===== src/rtl/multicycle_datapath_pkg.sv =====
// Shared definitions for the multicycle MIPS-subset datapath and its control unit.
package multicycle_datapath_pkg;

    localparam int unsigned DATA_W    = 32;
    localparam int unsigned REG_IDX_W = 5;

    localparam logic [2:0] ALU_ADD = 3'b010;
    localparam logic [2:0] ALU_SUB = 3'b110;
    localparam logic [2:0] ALU_AND = 3'b000;
    localparam logic [2:0] ALU_OR  = 3'b001;
    localparam logic [2:0] ALU_SLT = 3'b111;

    localparam logic [1:0] SRCB_REG   = 2'b00;
    localparam logic [1:0] SRCB_FOUR  = 2'b01;
    localparam logic [1:0] SRCB_IMM   = 2'b10;
    localparam logic [1:0] SRCB_IMMSH = 2'b11;

    localparam logic [1:0] PC_ALU    = 2'b00;
    localparam logic [1:0] PC_ALUOUT = 2'b01;
    localparam logic [1:0] PC_JUMP   = 2'b10;
    localparam logic [1:0] PC_HOLD   = 2'b11;

    // R-format view of the instruction register
    typedef struct packed {
        logic [5:0]           opcode;
        logic [REG_IDX_W-1:0] rs;
        logic [REG_IDX_W-1:0] rt;
        logic [REG_IDX_W-1:0] rd;
        logic [4:0]           shamt;
        logic [5:0]           funct;
    } instr_t;

    function automatic logic [DATA_W-1:0] ext_imm16(input logic [15:0] imm, input logic zero_ext);
        return zero_ext ? {16'h0000, imm} : {{16{imm[15]}}, imm};
    endfunction

endpackage


===== src/rtl/multicycle_datapath_reg_file_2r1w.sv =====
// Register file: two combinational read ports, one synchronous write port, r0 reads zero.
module reg_file_2r1w
    import multicycle_datapath_pkg::*;
#(
    parameter int unsigned NREGS = 32
) (
    input  logic                 clk,
    input  logic                 rst,
    input  logic [REG_IDX_W-1:0] i_ra1,
    input  logic [REG_IDX_W-1:0] i_ra2,
    input  logic [REG_IDX_W-1:0] i_wa,
    input  logic [DATA_W-1:0]    i_wd,
    input  logic                 i_we,
    output logic [DATA_W-1:0]    o_rd1,
    output logic [DATA_W-1:0]    o_rd2
);

    logic [DATA_W-1:0] r_regs [NREGS];

    // Writes to index 0 are dropped so r0 stays at its reset value of zero
    always_ff @(posedge clk or posedge rst) begin
        if (rst) begin
            for (int i = 0; i < NREGS; i++) begin
                r_regs[i] <= '0;
            end
        end else if (i_we && (i_wa != '0)) begin
            r_regs[i_wa] <= i_wd;
        end
    end

    assign o_rd1 = (i_ra1 == '0) ? '0 : r_regs[i_ra1];
    assign o_rd2 = (i_ra2 == '0) ? '0 : r_regs[i_ra2];

endmodule


===== src/rtl/multicycle_datapath.sv =====
// Multicycle MIPS-subset datapath: executes one control word per clock against a
// unified combinational-read memory port.
module multicycle_datapath
    import multicycle_datapath_pkg::*;
#(
    parameter logic [DATA_W-1:0] RESET_PC = 32'h0000_0000,
    parameter int unsigned       NREGS    = 32
) (
    input  logic              clk,
    input  logic              rst,
    input  logic              MemtoReg,
    input  logic              RegDst,
    input  logic              IorD,
    input  logic              ALUSrcA,
    input  logic              IRWrite,
    input  logic              MemWrite,
    input  logic              PCWrite,
    input  logic              RegWrite,
    input  logic              Ori,
    input  logic              Branch,
    input  logic [2:0]        ALUControl,
    input  logic [1:0]        ALUSrcB,
    input  logic [1:0]        PCSrc,
    output logic [5:0]        Opcode,
    output logic [5:0]        Funct,
    output logic [DATA_W-1:0] mem_addr,
    output logic [DATA_W-1:0] mem_wdata,
    output logic              mem_we,
    input  logic [DATA_W-1:0] mem_rdata
);

    logic [DATA_W-1:0] r_pc;
    instr_t            r_ir;
    logic [DATA_W-1:0] r_mdr;
    logic [DATA_W-1:0] r_a;
    logic [DATA_W-1:0] r_b;
    logic [DATA_W-1:0] r_alu_out;

    logic [DATA_W-1:0]    w_ir_raw;
    logic [DATA_W-1:0]    w_rd1;
    logic [DATA_W-1:0]    w_rd2;
    logic [REG_IDX_W-1:0] w_wa;
    logic [DATA_W-1:0]    w_wd;
    logic [DATA_W-1:0]    w_imm;
    logic [DATA_W-1:0]    w_src_a;
    logic [DATA_W-1:0]    w_src_b;
    logic [DATA_W-1:0]    w_alu_result;
    logic                 w_zero;
    logic [DATA_W-1:0]    w_pc_next;
    logic                 w_pc_en;

    assign w_ir_raw = r_ir;

    reg_file_2r1w #(
        .NREGS (NREGS)
    ) u_reg_file (
        .clk   (clk),
        .rst   (rst),
        .i_ra1 (r_ir.rs),
        .i_ra2 (r_ir.rt),
        .i_wa  (w_wa),
        .i_wd  (w_wd),
        .i_we  (RegWrite),
        .o_rd1 (w_rd1),
        .o_rd2 (w_rd2)
    );

    assign w_wa = RegDst ? r_ir.rd : r_ir.rt;
    assign w_wd = MemtoReg ? r_mdr : r_alu_out;

    assign w_imm   = ext_imm16(w_ir_raw[15:0], Ori);
    assign w_src_a = ALUSrcA ? r_a : r_pc;

    always_comb begin
        w_src_b = r_b;
        case (ALUSrcB)
            SRCB_REG:   w_src_b = r_b;
            SRCB_FOUR:  w_src_b = DATA_W'(4);
            SRCB_IMM:   w_src_b = w_imm;
            SRCB_IMMSH: w_src_b = {w_imm[DATA_W-3:0], 2'b00};
            default:    w_src_b = r_b;
        endcase
    end

    // ALU; undefined operation codes produce zero
    always_comb begin
        w_alu_result = '0;
        case (ALUControl)
            ALU_ADD: w_alu_result = w_src_a + w_src_b;
            ALU_SUB: w_alu_result = w_src_a - w_src_b;
            ALU_AND: w_alu_result = w_src_a & w_src_b;
            ALU_OR:  w_alu_result = w_src_a | w_src_b;
            ALU_SLT: w_alu_result = ($signed(w_src_a) < $signed(w_src_b)) ? DATA_W'(1) : '0;
            default: w_alu_result = '0;
        endcase
    end

    assign w_zero = (w_alu_result == '0);

    always_comb begin
        w_pc_next = r_pc;
        case (PCSrc)
            PC_ALU:    w_pc_next = w_alu_result;
            PC_ALUOUT: w_pc_next = r_alu_out;
            PC_JUMP:   w_pc_next = {r_pc[31:28], w_ir_raw[25:0], 2'b00};
            PC_HOLD:   w_pc_next = r_pc;
            default:   w_pc_next = r_pc;
        endcase
    end

    assign w_pc_en = PCWrite | (Branch & w_zero);

    // Architectural state; MDR/A/B/ALUOut reload every cycle
    always_ff @(posedge clk or posedge rst) begin
        if (rst) begin
            r_pc      <= RESET_PC;
            r_ir      <= '0;
            r_mdr     <= '0;
            r_a       <= '0;
            r_b       <= '0;
            r_alu_out <= '0;
        end else begin
            r_mdr     <= mem_rdata;
            r_a       <= w_rd1;
            r_b       <= w_rd2;
            r_alu_out <= w_alu_result;
            if (IRWrite) begin
                r_ir <= instr_t'(mem_rdata);
            end
            if (w_pc_en) begin
                r_pc <= w_pc_next;
            end
        end
    end

    assign Opcode    = w_ir_raw[31:26];
    assign Funct     = w_ir_raw[5:0];
    assign mem_addr  = IorD ? r_alu_out : r_pc;
    assign mem_wdata = r_b;
    assign mem_we    = MemWrite;

endmodule


===== config.mk =====
export PLATFORM = sky130hd
export DESIGN_NAME = multicycle_datapath
export DESIGN_NICKNAME = d
export VERILOG_FILES = /design/src/rtl/multicycle_datapath_pkg.sv /design/src/rtl/multicycle_datapath_reg_file_2r1w.sv /design/src/rtl/multicycle_datapath.sv
export SDC_FILE = /design/constraint.sdc
export NUM_CORES = 2
export LEC_CHECK = 0
export CAP_MARGIN = 20
export CORE_MARGIN = 4
export CORE_UTILIZATION = 55
export CTS_CLUSTER_SIZE = 12
export DETAILED_ROUTE_END_ITERATION = 10
export GPL_TIMING_DRIVEN = 0
export PLACE_DENSITY_LB_ADDON = 0.15
export SYNTH_ARGS = -nofsm -noshare
export SYNTH_HDL_FRONTEND = slang
export SYNTH_HIERARCHICAL = 1
export SYNTH_SLANG_ARGS = --single-unit

===== constraint.sdc =====
create_clock -name clk -period 44 [get_ports clk]
set_input_delay 4.4 -clock clk [delete_from_list [all_inputs] [get_ports clk]]
set_output_delay 4.4 -clock clk [all_outputs]
set_load 0.005 [all_outputs]

==> results_dict.tcl <==
set metrics [dict create \
    clkPwrFrac_pct 24.0 \
    skew_ns 0.0471 \
    rsz0062_at_grt "false" \
    io_buffers 120 \
    grt_max_degree 130 \
    synth_edf_count 0 \
    fin_area_mm2 0.0780 \
    start_util_pct 55.4 \
    ir_worst_vdd_mv 0.0494 \
    vias_per_cell 7.41 \
    dp_hpwl_um 234000 \
    max-slew-margin-rel_pct 9.94 \
    finalWeightedCongestion 1.06 \
    drc 0 \
    dieArea_mm2 0.131 \
    syn_area_per_cell_um2 13.3 \
    clk_path_buf_depth 3 \
    core.rowCount 129 \
    synth_xor_area_share_pct 0.166 \
    tritoncts "done" \
    power.density_mw_per_mm2 64.8 \
    placed_area_mm2 0.0730 \
    clk_latency_ns 0.81 \
    cts-root-buf "clkbuf_16" \
    area_growth_syn_to_layout_pct 13.6 \
    cts_resized 0 \
    clock_sinks 1216 \
    synth_mux_area_share_pct 37.0 \
    finish.net_count 5690 \
    track_usage_pct 48.6 \
    synth-compound-area-share_pct 7.90 \
    wl_um 319000 \
    async_flop_share_pct 100 \
    synth.top_cells.by_area "dfrtp_1 44%, mux2_2 19%, mux4_2 13%, mux2i_1 4.3%, ha_1 2.0%" \
    setup_viol 0 \
    hold_violations 0 \
    arrival_ns 11.68 \
    synth_cells 5174 \
    syn_nets 5337 \
    yosys.area_share.adder_pct 2.06 \
    end_kind "flop" \
    drtIter0Drc 7633 \
    grt_overflow 0 \
    wl_per_cell_um 43.7 \
    drive_gt1_share_pct 37.7 \
    post_cts_buffers 0 \
    status "finished clean" \
    synth-simple-area-share_pct 3.94 \
    synth-seq-cells 1216 \
    fin_util_pct 63.0 \
    p_leak_nw 34.4 \
    seqPwrFrac_pct 38.0 \
    worstPathRequired_ns 44.64 \
    clk_pin_slew_ns 0.05 \
    final.setup.worst_slack_ns 32.97 \
    grt_pass1_vias 52600 \
    worst_pin_slew_ns 1.35 \
    seq_area_frac_synth_pct 44.3 \
    dpl.cell_count 7001 \
    cp-start-kind "primary input" \
    critical_path_class "primary input to flop" \
    antenna_found_initial 40 \
    die_y_um 361 \
    synth_top_area_share_pct 44.3 \
    worstPathMaxFanout 10 \
    period_share_pct 25.1 \
    internal_power_w 0.00316 \
    die_w_um 361 \
    yosys.area.top_type "dfrtp_1" \
    io_pins 128 \
    synth_cell_types 95 \
    fill_cells 9718 \
    drtAntennaViolNets 0 \
    p_sw_share_pct 37.5 \
    fin_setup_tns_ns 0 \
    fmax_mhz 90.6 \
    synth_ff_type "dfrtp_1" \
    switching_power_w 0.00190 \
    synth_warnings 6 \
    drt_pre_antenna_iters 6 \
    report.final.slew_viol_count 0 \
    vias 54200 \
    period_needed_ns 11.03 \
    hold_buffers 0 \
    grt_pass1_wl_um 434000 \
    maxCapViolations 0 \
    numCtsBuffers 139 \
    core_mm2 0.124 \
    synth_top_family_by_area "multiplexers" \
    p_comb_share_pct 38.1 \
    min_path_type "flop to flop" \
    htree_num_levels 4 \
    pre_cts_ws_ns 32.44 \
    finalNonFillerCells 7309 \
    synth_area_mm2 0.0686 \
]
registers in the layout (all words and copies together), names as in the netlist:
signal and cells:
Funct 6, Opcode 6, mem_wdata 32, r_a 32, r_alu_out 32, r_ir 20
r_mdr 32, r_pc 32, u_reg_file/r_regs 1024
cell families (layout without fill, tap and decap cells):
kind of cell / Yosys count / count (layout)
flops: 1216 / 1216
mux: 1891 / 1891
simple gates: 527 / 527
other cells: 0 / 38
fa+ha+maj: 112 / 112
buf+inv: 656 / 1116
xor+xnor: 13 / 13
compound gates: 759 / 759
per-stage QoR:
step,total power (W),hold slack [ns]
2_1_floorplan,0.00298,0.441
6_report,0.00505,0.488
4_1_cts,0.00494,0.483
5_1_grt,0.00519,0.508
3_5_place_dp,0.00373,0.470
3_3_place_gp,0.00367,0.460
power groups by stage:
stage	logic, W	clock network [W]	registers (W)
6_report	0.00192	0.00121	0.00192
5_1_grt	0.00197	0.00126	0.00195
4_1_cts	0.00184	0.00121	0.00189
3_5_place_dp	0.00183	0	0.00191
3_3_place_gp	0.00177	0	0.00189
2_1_floorplan	0.00120	0	0.00178
per-layer routing:
metal / global-route usage, % / share of wire [%]
met1: 56.8 / 34
met2: 67.8 / 41
met3: 22.1 / 14
met4: 41.5 / 11
met5: 0.218 / 0.041
cell usage after synthesis (35+ instances only):
master and instances:
buf_4 35, buf_6 36, a21oi_1 143, nor2_1 90, clkbuf_1 275, a22oi_1 101, mux2_2 1178, inv_1 118
buf_2 108, nand3_1 38, mux4_2 397, a22o_1 45, o21ai_0 88, a211oi_1 52, nor3_1 53, a2111oi_0 35
nand2_1 145, ha_1 110, dfrtp_1 1216, o22ai_1 48, nor2b_1 54, buf_1 66, mux2i_1 293
worst paths after layout:
| check | start | end | slack, ns | depth (start not counted) |
|---|---|---|---|---|
| worst max-delay path | ALUSrcB[1] | r_pc[27] | 32.97 | 20 |
| worst min-delay path | u_reg_file/r_regs[1009] | u_reg_file/r_regs[1009] | 0.49 | 1 |
| worst max register to register | r_ir[15] | r_pc[27] | 36.54 | 19 |
| worst min register to register | u_reg_file/r_regs[1009] | u_reg_file/r_regs[1009] | 0.49 | 1 |
| max in group asynchronous | rst | u_reg_file/r_regs[592] | 37.34 | 6 |
| min in group asynchronous | rst | u_reg_file/r_regs[219] | 4.19 | 2 |
cell usage in the layout, fill, tap and decap left out, types with 52 or more instances in the layout:
master	instances
ha_1	110
a21oi_1	143
a211oi_1	52
clkdlybuf4s50_1	120
mux4_2	397
mux2i_1	293
clkbuf_16	144
nor3_1	53
o21ai_0	87
dfrtp_1	1216
clkbuf_1	311
buf_1	68
mux2_2	1178
nand2_1	145
nor2_1	88
a22oi_1	101
buf_2	129
inv_1	116
nor2b_1	54
worst max-delay path, cell delays in order:
cell and delay, ns:
clkbuf_1 0.29, buf_1 0.59, clkbuf_1 0.44, nand3_1 0.14
o21ai_0 0.47, ha_1 0.32, buf_2 0.26, nand4_2 0.20
nor4_2 0.63, o2111ai_1 0.46, a31oi_1 0.28, a31oi_1 0.13
xnor2_1 0.25, a21oi_1 0.53, nand4_1 0.38, nor4b_2 0.42
nand4_2 0.18, a21oi_4 0.60, buf_6 0.29, mux2_1 0.35
layout make-up:
type | count | area, um^2 | share of cell area (%)
multi-input cells | 3302 | 35200 | 45.1
plain buffers | 534 | 2700 | 3.47
clock buffers | 215 | 4180 | 5.36
inverters | 122 | 473 | 0.606
clock inverters | 33 | 522 | 0.669
repair buffers | 212 | 2370 | 3.04
flip-flops and latches | 1216 | 30400 | 39.0
diodes | 38 | 95.1 | 0.122
well taps | 1637 | 2050 | 2.63
Power figures use the tool's default switching activity.
